### src/rtl/axis_video_frame_arbiter.sv
// Two-source AXI4-Stream video arbiter: grants whole frames (tuser-delimited),
// round-robin on contention, drops mid-frame beats while idle and flags stray SOFs.
module axis_video_frame_arbiter #(
    parameter int IMAGE_HEIGHT   = 426,
    parameter int PIXEL_PER_CLK  = 1,
    parameter int BITS_PER_PIXEL = 32,
    localparam int DW = BITS_PER_PIXEL * PIXEL_PER_CLK,
    localparam int LW = (IMAGE_HEIGHT > 1) ? $clog2(IMAGE_HEIGHT) : 1
) (
    input  logic          clk,
    input  logic          rst_n,
    input  logic [1:0]    src_enable,

    input  logic [DW-1:0] s0_axis_video_in_tdata,
    input  logic          s0_axis_video_in_tvalid,
    output logic          s0_axis_video_in_tready,
    input  logic          s0_axis_video_in_tlast,
    input  logic          s0_axis_video_in_tuser,

    input  logic [DW-1:0] s1_axis_video_in_tdata,
    input  logic          s1_axis_video_in_tvalid,
    output logic          s1_axis_video_in_tready,
    input  logic          s1_axis_video_in_tlast,
    input  logic          s1_axis_video_in_tuser,

    output logic [DW-1:0] m_axis_video_out_tdata,
    output logic          m_axis_video_out_tvalid,
    input  logic          m_axis_video_out_tready,
    output logic          m_axis_video_out_tlast,
    output logic          m_axis_video_out_tuser,

    output logic          grant_valid,
    output logic          grant_idx,
    output logic [LW-1:0] line_cnt,
    output logic          frame_done,
    output logic          sof_err
);

    typedef enum logic {
        IDLE   = 1'b0,
        ACTIVE = 1'b1
    } state_t;

    localparam logic [LW-1:0] LAST_LINE = LW'(IMAGE_HEIGHT - 1);

    state_t        state, state_nxt;
    logic          grant_idx_nxt;
    logic          rr_ptr, rr_ptr_nxt;
    logic          first_beat, first_beat_nxt;
    logic [LW-1:0] line_cnt_nxt;
    logic          frame_done_nxt, sof_err_nxt;
    logic [1:0]    s_tvalid, s_tlast, s_tuser, cand, ready;
    logic          beat_acc;

    assign s_tvalid = {s1_axis_video_in_tvalid, s0_axis_video_in_tvalid};
    assign s_tlast  = {s1_axis_video_in_tlast,  s0_axis_video_in_tlast};
    assign s_tuser  = {s1_axis_video_in_tuser,  s0_axis_video_in_tuser};
    assign cand     = src_enable & s_tvalid & s_tuser;

    assign s0_axis_video_in_tready = ready[0];
    assign s1_axis_video_in_tready = ready[1];
    assign grant_valid             = (state == ACTIVE);

    always_comb begin
        state_nxt               = state;
        grant_idx_nxt           = grant_idx;
        rr_ptr_nxt              = rr_ptr;
        first_beat_nxt          = first_beat;
        line_cnt_nxt            = line_cnt;
        frame_done_nxt          = 1'b0;
        sof_err_nxt             = 1'b0;
        ready                   = 2'b00;
        beat_acc                = 1'b0;
        m_axis_video_out_tvalid = 1'b0;
        m_axis_video_out_tdata  = grant_idx ? s1_axis_video_in_tdata : s0_axis_video_in_tdata;
        m_axis_video_out_tlast  = s_tlast[grant_idx];
        m_axis_video_out_tuser  = s_tuser[grant_idx];

        case (state)
            IDLE: begin
                // Enabled sources that are mid-frame get drained; SOF beats wait for the grant.
                ready = src_enable & ~s_tuser;
                if (cand != 2'b00) begin
                    state_nxt      = ACTIVE;
                    first_beat_nxt = 1'b1;
                    grant_idx_nxt  = (cand == 2'b11) ? rr_ptr : cand[1];
                end
            end
            ACTIVE: begin
                m_axis_video_out_tvalid = s_tvalid[grant_idx];
                ready[grant_idx]        = m_axis_video_out_tready;
                beat_acc                = m_axis_video_out_tvalid & m_axis_video_out_tready;
                if (beat_acc) begin
                    first_beat_nxt = 1'b0;
                    // A stray SOF restarts the frame in place, even on what would be the final tlast.
                    if (m_axis_video_out_tuser && !first_beat) begin
                        sof_err_nxt  = 1'b1;
                        line_cnt_nxt = '0;
                    end else if (m_axis_video_out_tlast) begin
                        if (line_cnt == LAST_LINE) begin
                            state_nxt      = IDLE;
                            line_cnt_nxt   = '0;
                            frame_done_nxt = 1'b1;
                            rr_ptr_nxt     = ~grant_idx;
                        end else begin
                            line_cnt_nxt = line_cnt + 1'b1;
                        end
                    end
                end
            end
            default: state_nxt = IDLE;
        endcase

        if (!rst_n) begin
            ready                   = 2'b00;
            m_axis_video_out_tvalid = 1'b0;
        end
    end

    always_ff @(posedge clk) begin
        if (!rst_n) begin
            state      <= IDLE;
            grant_idx  <= 1'b0;
            rr_ptr     <= 1'b0;
            first_beat <= 1'b0;
            line_cnt   <= '0;
            frame_done <= 1'b0;
            sof_err    <= 1'b0;
        end else begin
            state      <= state_nxt;
            grant_idx  <= grant_idx_nxt;
            rr_ptr     <= rr_ptr_nxt;
            first_beat <= first_beat_nxt;
            line_cnt   <= line_cnt_nxt;
            frame_done <= frame_done_nxt;
            sof_err    <= sof_err_nxt;
        end
    end

endmodule
### config.mk
export PLATFORM = sky130hd
export DESIGN_NAME = axis_video_frame_arbiter
export DESIGN_NICKNAME = d
export VERILOG_FILES = /design/src/rtl/axis_video_frame_arbiter.sv
export SDC_FILE = /design/constraint.sdc
export NUM_CORES = 1
export LEC_CHECK = 0
export BUFFER_PORTS_ARGS = -buffer_cell sky130_fd_sc_hd__buf_4
export CAP_MARGIN = 20
export CORE_AREA = 4 4 65 67
export CTS_BUF_LIST = sky130_fd_sc_hd__clkbuf_4 sky130_fd_sc_hd__clkbuf_8 sky130_fd_sc_hd__clkbuf_16
export CTS_CLUSTER_DIAMETER = 150
export CTS_CLUSTER_SIZE = 30
export DETAILED_ROUTE_END_ITERATION = 6
export DIE_AREA = 0 0 69 71
export PLACE_DENSITY = 0.89
export SYNTH_ARGS = -nofsm -noshare
export SYNTH_HDL_FRONTEND = slang
export SYNTH_SLANG_ARGS = --single-unit
export TNS_END_PERCENT = 1
### constraint.sdc
create_clock -name clk -period 2.7 [get_ports clk]
set_clock_uncertainty 0.15 [all_clocks]
set_input_delay 0.135 -clock clk [delete_from_list [all_inputs] [get_ports clk]]
set_output_delay 0.135 -clock clk [all_outputs]
set_load 0.005 [all_outputs]
==> results of run 1 <==
state kept, by name (all words and copies together) (netlist names):
register	flops
grant_idx	1
grant_valid	1
frame_done	1
first_beat	1
rr_ptr	1
sof_err	1
line_cnt	9
power groups by stage:
stage / registers [mW] / logic [mW] / clock network, mW
after floorplan: 0.233 / 0.0897 / 0
after global routing: 0.232 / 0.268 / 0.198
after global placement: 0.236 / 0.244 / 0
final: 0.231 / 0.250 / 0.188
after detailed placement: 0.236 / 0.251 / 0
after CTS: 0.231 / 0.252 / 0.190
cells by family (layout without fill, tap and decap cells):
kind of cell | Yosys count | count (layout)
AND/OR/NAND/NOR | 38 | 38
adder cells (fa/ha/maj) | 2 | 2
AO/OA/AOI/OAI | 41 | 41
buffers and inverters | 17 | 140
flip-flops | 15 | 15
multiplexers | 35 | 35
synthesized netlist by cell type, types with 4 or more instances:
cell type	count
nor3_1	6
mux2_2	32
o21ai_0	13
clkbuf_1	6
o21a_1	5
dfxtp_1	15
o2111ai_1	4
a21oi_1	8
nand2_1	7
nor2_1	10
nand3_1	5
inv_1	8
through the flow:
| stage | utilization (%) | hold slack, ns | area [µm²] |
|---|---|---|---|
| 2_1_floorplan | - | 0.123 | 1270 |
| 3_3_place_gp | 61.8 | 0.290 | 2250 |
| 3_5_place_dp | 61.8 | 0.282 | 2250 |
| 4_1_cts | 63.1 | 0.0169 | 2290 |
| 5_1_grt | 63.1 | 0.0213 | 2290 |
| 6_report | 63.1 | 0.0241 | 2290 |
layer usage:
metal / global-route usage (%) / routed length (µm) / vias to the layer above
met5: 0 / 0 / -
met4: 6.94 / 119 / 0
met3: 7.67 / 579 / 13
met2: 35.8 / 2870 / 90
met1: 23.8 / 2030 / 759
li1: - / - / 806
worst min-delay path: cells and delay by family:
family / cells / cell delay [ns]
buffers and inverters: 1 / 0.13
and+or+nand+nor: 2 / 0.11
placed cells by master (no fill, tap or decap):
cell type  netlist  layout
dfxtp_2          0       1
clkinv_2         0       1
nor2b_1          1       1
o41ai_1          1       1
nand4_1          1       1
inv_1            8       8
or3_1            2       2
ha_1             2       2
mux2i_1          1       1
a32oi_1          2       2
buf_4            0     126
clkbuf_8         0       3
o2111ai_1        4       4
o21ai_0         13      13
nand2_1          7       7
o21a_1           5       5
nand4bb_1        1       1
nor2_1          10      10
nand4b_1         1       1
a2111oi_4        1       1
a311oi_1         2       2
dfxtp_1         15      14
inv_2            1       1
nand3_1          5       5
or2_2            2       2
a2111o_1         1       1
a2111oi_0        1       1
nor4_1           1       1
a31oi_1          2       2
o211ai_1         1       1
mux2i_2          2       2
clkinv_1         1       1
a21oi_1          8       8
nor3_1           6       6
mux2_2          32      32
and3_1           1       1
cell type report:
cell class	instances	area, µm²
timing repair buffer	126	946
clock buffer	3	41.3
sequential	15	302
fill	333	1340
inverter	10	37.5
clock inverter	1	5.00
multi-input combinational	116	901
tap	48	60.1
how the worst min path moves through the flow:
stage,from,end,slack [ns],cells after the start
5_1_grt,m_axis_video_out_tready,sof_err,0.02,3
4_1_cts,m_axis_video_out_tready,sof_err,0.02,3
6_report,m_axis_video_out_tready,sof_err,0.02,3
3_5_place_dp,m_axis_video_out_tready,sof_err,0.28,3
3_3_place_gp,m_axis_video_out_tready,sof_err,0.29,3
2_1_floorplan,m_axis_video_out_tready,sof_err,0.12,2
==> metrics.md, run 1 <==
| Metric | Value |
|---|---|
| F_max | `around 470 MHz` |
| GP Congestion | `~0.86` |
| Ys async rst share | `0%` |
| First-pass GRT wire length | `around 8.3 mm` |
| Via Count | `roughly 1.7k` |
| Max Cap Viol | `0` |
| Die width | `just under 70 µm` |
| CP Buf/Inv Count | `1` |
| Sw Share | `a little over a quarter` |
| Synth Area in Adders | `1.97%` |
| Area delta synth->final | `80.1%` |
| Static Leak | `approximately 1 nW` |
| Pins Over Slew Limit | `0` |
| Vias/cell | `5.23` |
| Gr ovfl total | `0` |
| Row count | `22` |
| Largest family of logic cells by synthesized area | `multiplexers` |
| Overall Power | `about 670 µW` |
| Final setup TNS | `0 ns` |
| Critical path data arrival time | `roughly 2.2 ns` |
| Unrepaired setup endpoints after global routing | `no` |
| Post-DP HPWL | `around 4.7 mm` |
| Critical path depth | `5` |
| Setup crit end | `line_cnt[4]` |
| Syn nets | `225` |
| DRT Pass-1 Iters | `4` |
| Crit. Startpoint | `grant_idx` |
| Full die area | `0.00490 mm²` |
| Area contributors post-synth | `mux2_2 28%, dfxtp_1 24%, o21ai_0 5.1%` |
| Hold buffers post-CTS | `0` |
| Avg Cell Area, Syn | `~8.6 µm²` |
| Final nets | `roughly 350` |
| Data required, critical path | `between 2 and 3 ns` |
| Slew headroom | `about three fifths` |
| Worst-case vdd ir drop | `0.000169 V` |
| Yosys reg bits | `15` |
| Initial antenna violation count | `0` |
| Leading area contributor after synthesis | `mux2_2` |
| Clk pin slew, worst setup/hold paths | `roughly 0.060 ns` |
| Synth Instances | `between 100 and 150` |
| Crit path max-delay family | `compound AO/OA/AOI/OAI gates` |
| Routed wire length | `approximately 5.6 mm` |
| Die extent in y | `just over 70 µm` |
| Clk pwr share | `approximately 28%` |
| Mux cell area share after synthesis | `a little under a third` |
| Min cycle time layout | `approximately 2.1 ns` |
| Critical Path Max Stage Delay | `approximately 0.63 ns` |
| Initial Util | `approximately a third` |
| Fraction of the mapped netlist area in compound gates | `a little under a quarter` |
| Cell total after placement | `around 320` |
| # Post-CTS Setup Buffers | `0` |
| CTS tree | `built` |
| Non-filler cells, final | `about 320` |
| Post-Synth XOR/XNOR Area | `0%` |
| Reg2reg start | `grant_idx` |
| Share of cells above drive strength 1 | `between 60 and 70%` |
| Synth top area share | `between 20% and 30%` |
| RR Endpoint | `line_cnt[4]` |
| Sw power | `181 µW` |
| Hold Path Class | `in2reg` |
| Inserted Diodes | `0` |
| Initial DRC Count | `48` |
| Sinks on Clock Net | `15` |
| Skew-Pair Late Insertion Delay | `around 0.25 ns` |
| Detailed-route DRC error count | `0` |
| Slew at the pin closest to its max-slew limit | `slightly below 0.6 ns` |
| Ys flop type | `dfxtp_1` |
| CP Class | `reg2reg` |
| Total Routing Usage GR | `a little over a fifth` |
| Synth warn | `0` |
| # resized after CTS | `0` |
| Slowest CP cell | `a2111oi_4` |
| Sequential area share after synthesis | `roughly a quarter` |
| Post-Synth Simple-Gate Area | `between 10% and 20%` |
| Run status | `completed` |
| Sequential share of power | `about a third` |
| Root Buffer Master | `clkbuf_8` |
| Post-Syn Area | `0.00127 mm²` |
| Core area | `0.00363 mm²` |
| Final hold viol count | `0` |
| Io pins | `125` |
| CP startpoint kind | `register` |
| Gate power share | `between 30 and 40%` |
| Pre-CTS setup slack | `0.596 ns` |
| Detail Route Antenna Nets | `0` |
| CTS buffer count | `3` |
| EDFF count, synth | `0` |
| Setup Viol. Count Final | `0` |
| Crit. End Element | `register` |
| R2r setup slk | `roughly 0.56 ns` |
| Worst r2r path cells | `5` |
| Wire per inst | `17.6 µm` |
| Cell breakdown of the critical path | `buf_4 -> mux2i_1 -> a2111oi_4 -> a31oi_1 -> a311oi_1` |
| Tcrit/Tclk final | `between 70% and 80%` |
| Final WS setup | `about 0.56 ns` |
| IO Port Bufs | `between 100 and 150` |
| Max clock buf depth | `2` |
| Pwr dens | `between 200 and 300 mW/mm²` |
| H-tree depth | `1` |
| CP Max Fanout | `18` |
| Vias in the first global route | `1652` |
| Pint | `around 500 µW` |
| Netlist cell types | `34` |
| Largest net degree at the start of global routing | `22` |
No activity file was read; power rests on OpenSTA's default activity.
==> run 2, diff against run 1 <==
--- a/config.mk
+++ b/config.mk
@@ -5,14 +5,15 @@
 export SDC_FILE = /design/constraint.sdc
 export NUM_CORES = 1
 export LEC_CHECK = 0
+export ABC_AREA = 1
 export BUFFER_PORTS_ARGS = -buffer_cell sky130_fd_sc_hd__buf_4
 export CAP_MARGIN = 20
-export CORE_AREA = 4 4 65 67
+export CORE_AREA = 4 4 66 68
 export CTS_BUF_LIST = sky130_fd_sc_hd__clkbuf_4 sky130_fd_sc_hd__clkbuf_8 sky130_fd_sc_hd__clkbuf_16
 export CTS_CLUSTER_DIAMETER = 150
 export CTS_CLUSTER_SIZE = 30
 export DETAILED_ROUTE_END_ITERATION = 6
-export DIE_AREA = 0 0 69 71
+export DIE_AREA = 0 0 70 72
 export PLACE_DENSITY = 0.89
 export SYNTH_ARGS = -nofsm -noshare
 export SYNTH_HDL_FRONTEND = slang
==> constraint.sdc (replaced) <==
create_clock -name clk -period 2.1 [get_ports clk]
set_clock_uncertainty 0.15 [all_clocks]
set_input_delay 0.105 -clock clk [delete_from_list [all_inputs] [get_ports clk]]
set_output_delay 0.105 -clock clk [all_outputs]
set_load 0.005 [all_outputs]
==> run 2 against run 1 <==
  * Sequential power is 28% higher
  * Cell count increased by 31%
  * First-iteration DRC count is 10% higher
  * Wire length shrank 8.7%
  * Clock-buffer cell count is 1 higher
  * Register-to-register slack worse by 0.08 ns
  * Largest power group unchanged
==> metrics.md, run 2 <==
| Metric | Value |
|---|---|
| Pins Over Slew Limit | `0 (unchanged)` |
| Inserted Diodes | `0 (unchanged)` |
| Slew headroom | `81.0% (+21 points)` |
| # resized after CTS | `0 (unchanged)` |
| Hold buffers post-CTS | `2 (+2)` |
| CP Max Fanout | `10 (-8)` |
| Multi-input gate area | `915 µm² (+1.5%)` |
| Max Cap Viol | `0 (unchanged)` |
| Synth top area share | `38.8% (+10 points)` |
| Worst r2r path cells | `8 (+3)` |
| Avg Cell Area, Syn | `5.50 µm² (-36%)` |
| Number of flip-flops in the largest register | `9 (unchanged)` |
| Final setup TNS | `0 ns (unchanged)` |
| Hold path cells | `3 (unchanged)` |
| First-pass GRT wire length | `8.07 mm (-2.9%)` |
| Skew-Pair Late Insertion Delay | `0.25 ns (about the same)` |
| Post-route cell area | `0.00238 mm² (+3.8%)` |
| Hold endpoint | `grant_idx` |
| Commonest cells after routing, fill and taps aside | `138 x nand2_1, 126 x buf_4, 19 x inv_1, 15 x dfxtp_1, 14 x nor2_1` |
| Initial DRC Count | `53 (+10%)` |
| GP Congestion | `0.868 (+0.74%)` |
| Vias/cell | `4.60 (-12%)` |
| H-tree depth | `1 (unchanged)` |
| Synth Instances | `243 (+64%)` |
| Worst-case vdd ir drop | `0.000214 V (+27%)` |
| Critical Path Max Stage Delay | `0.52 ns (-0.11 ns)` |
| R2r setup slk | `0.48 ns (-0.08 ns)` |
| Hold Path Class | `in2reg` |
| Netlist cell types | `24 (-29%)` |
| F_max | `525 MHz` |
| Via Count | `1921 (+15%)` |
| Detailed-route DRC error count | `0 (unchanged)` |
| Initial Util | `34.7% (-0.37 points)` |
| # Post-CTS Setup Buffers | `0 (unchanged)` |
| Run status | `completed` |
| CP startpoint kind | `input pin` |
| Yosys reg bits | `15 (unchanged)` |
| Fillers | `370 (+11%)` |
| Pwr dens | `375 mW/mm² (+29%)` |
| Max clock buf depth | `2 (unchanged)` |
| CTS tree | `built` |
| Core area | `0.00386 mm² (+6.1%)` |
| Sinks on Clock Net | `15 (unchanged)` |
| Die width | `70 µm (+1.4%)` |
| Total Routing Usage GR | `19.9% (-0.87 points)` |
| Wire per inst | `12.2 µm (-30%)` |
| IO Port Bufs | `124 (unchanged)` |
| Synth cell count leaders | `138 x nand2_1, 19 x inv_1, 15 x dfxtp_1, 14 x nor2_1, 10 x a21oi_1` |
| Register cell area after layout | `300 µm² (-0.41%)` |
| Leading area contributor after synthesis | `nand2_1` |
| Area contributors post-synth | `nand2_1 39%, dfxtp_1 22%, inv_1 5.3%` |
| Largest net degree at the start of global routing | `38 (+73%)` |
| Post-Syn Area | `0.00134 mm² (+5.0%)` |
| Full die area | `0.00504 mm² (+2.9%)` |
| Crit. End Element | `output pin` |
| Row count | `23 (+4.5%)` |
| Data required, critical path | `1.85 ns (-0.86 ns)` |
| Ys async rst share | `0% (unchanged)` |
| Post-DP HPWL | `4.27 mm (-9.2%)` |
| CTS buffer count | `3 (unchanged)` |
| Initial antenna violation count | `0 (unchanged)` |
| Slowest CP cell | `dlygate4sd3_1` |
| Biggest register | `line_cnt` |
| Gr ovfl total | `0 (unchanged)` |
| CP Class | `in2out` |
| Min cycle time layout | `roughly 1.9 ns` |
| DRT Pass-1 Iters | `4 (unchanged)` |
| Area delta synth->final | `78.1%` |
| Most common cell in the synthesized netlist | `nand2_1` |
| Tcrit/Tclk final | `90.7%` |
| Syn nets | `320 (+42%)` |
| Slew at the pin closest to its max-slew limit | `0.285 ns (-0.303 ns)` |
| RR Endpoint | `line_cnt[8]` |
| Io pins | `125 (unchanged)` |
| Root Buffer Master | `clkbuf_8` |
| Commonest non-fill, non-tap cell in the layout | `nand2_1` |
| Synth warn | `0 (unchanged)` |
| Placed cell areas | `0.00231 mm² (+2.9%)` |
| Cell breakdown of the critical path | `dlygate4sd3_1 -> buf_4 -> inv_2 -> or2_2 -> o32ai_1 -> buf_4` |
| Setup Viol. Count Final | `0 (unchanged)` |
| Share of cells above drive strength 1 | `39.4% (-23 points)` |
| Final hold viol count | `0 (unchanged)` |
| Final nets | `446 (+28%)` |
| Die extent in y | `72 µm (+1.4%)` |
| Sequential area share after synthesis | `22.5% (-1.1 points)` |
| Static Leak | `1.33 nW (+30%)` |
| Critical path data arrival time | `1.65 ns (-0.51 ns)` |
| Ys flop type | `dfxtp_1` |
| Hold Startpoint | `s1_axis_video_in_tvalid` |
| Reg2reg start | `line_cnt[1]` |
| Routed wire length | `5.12 mm (-8.7%)` |
| Detail Route Antenna Nets | `0 (unchanged)` |
| Vias in the first global route | `1806 (+9.3%)` |
| Unrepaired setup endpoints after global routing | `no` |
| Clk pin slew, worst setup/hold paths | `0.06 ns (about the same)` |
| EDFF count, synth | `0 (unchanged)` |
| Most used cell, CP | `buf_4` |
[run 2: cell types whose count changed in the layout (fill, tap and decap cells not counted), moves of 5 or more]
cell and delta:
o21a_1 -5, nand2_1 +131, nor3_1 -6, nand2_4 +5
o21ai_0 -10, inv_1 +11, mux2_2 -32
[run 2: worst max path at each step]
stage                     start                       to
global placement    line_cnt[0]              grant_valid
detailed placement  line_cnt[1]              line_cnt[8]
CTS                       rst_n  s1_axis_video_in_tready
floorplan           line_cnt[0]              line_cnt[8]
finish                    rst_n  s1_axis_video_in_tready
global route          grant_idx  s1_axis_video_in_tready
[run 2: logic make-up (layout without fill, tap and decap cells)]
group / count (synthesis) / count (layout) / share of synthesized area (%)
simple gates: 176 / 176 / 56.7
buf+inv: 29 / 154 / 9.08
fa+ha+maj: 2 / 2 / 1.87
compound gates: 18 / 18 / 7.87
xor+xnor: 3 / 3 / 1.97
flops: 15 / 15 / 22.5
[run 2: power by group]
| group | internal, mW | switching [mW] |
|---|---|---|
| Sequential | 0.290 | 0.00580 |
| Combinational | 0.202 | 0.144 |
| Clock | 0.147 | 0.103 |
[run 2: layout make-up]
cell class	count	area share [%]
repair buffers	128	40.6
flip-flops and latches	15	12.6
multi-input cells	199	38.4
clock buffers	4	2.05
well taps	50	2.63
inverters	22	3.68
[run 2: critical path: cells and delay by family]
kind            cells  cell delay, ns
buf+inv             4            0.95
simple gates        1            0.31
compound gates      1            0.28
[run 2: per-layer routing]
metal | part of all wire (%) | vias up | GRT usage [%]
met2 | 53 | 74 | 36.8
met4 | 2.2 | 0 | 8.51
met5 | 0 | - | 0
li1 | - | 995 | -
met1 | 34 | 842 | 19.7
met3 | 11 | 10 | 8.17
[run 2: through the flow]
step	worst slack [ns]	total power [mW]	std cells	hold WS, ns	util (%)
after floorplan	0.656	0.425	243	0.0754	-
after global placement	0.547	0.643	412	0.242	59.9
after detailed placement	0.486	0.648	412	0.245	59.9
after CTS	0.197	0.908	418	0.0450	61.7
after global routing	0.0750	0.954	418	0.0619	61.7
final	0.196	0.893	418	0.0537	61.7
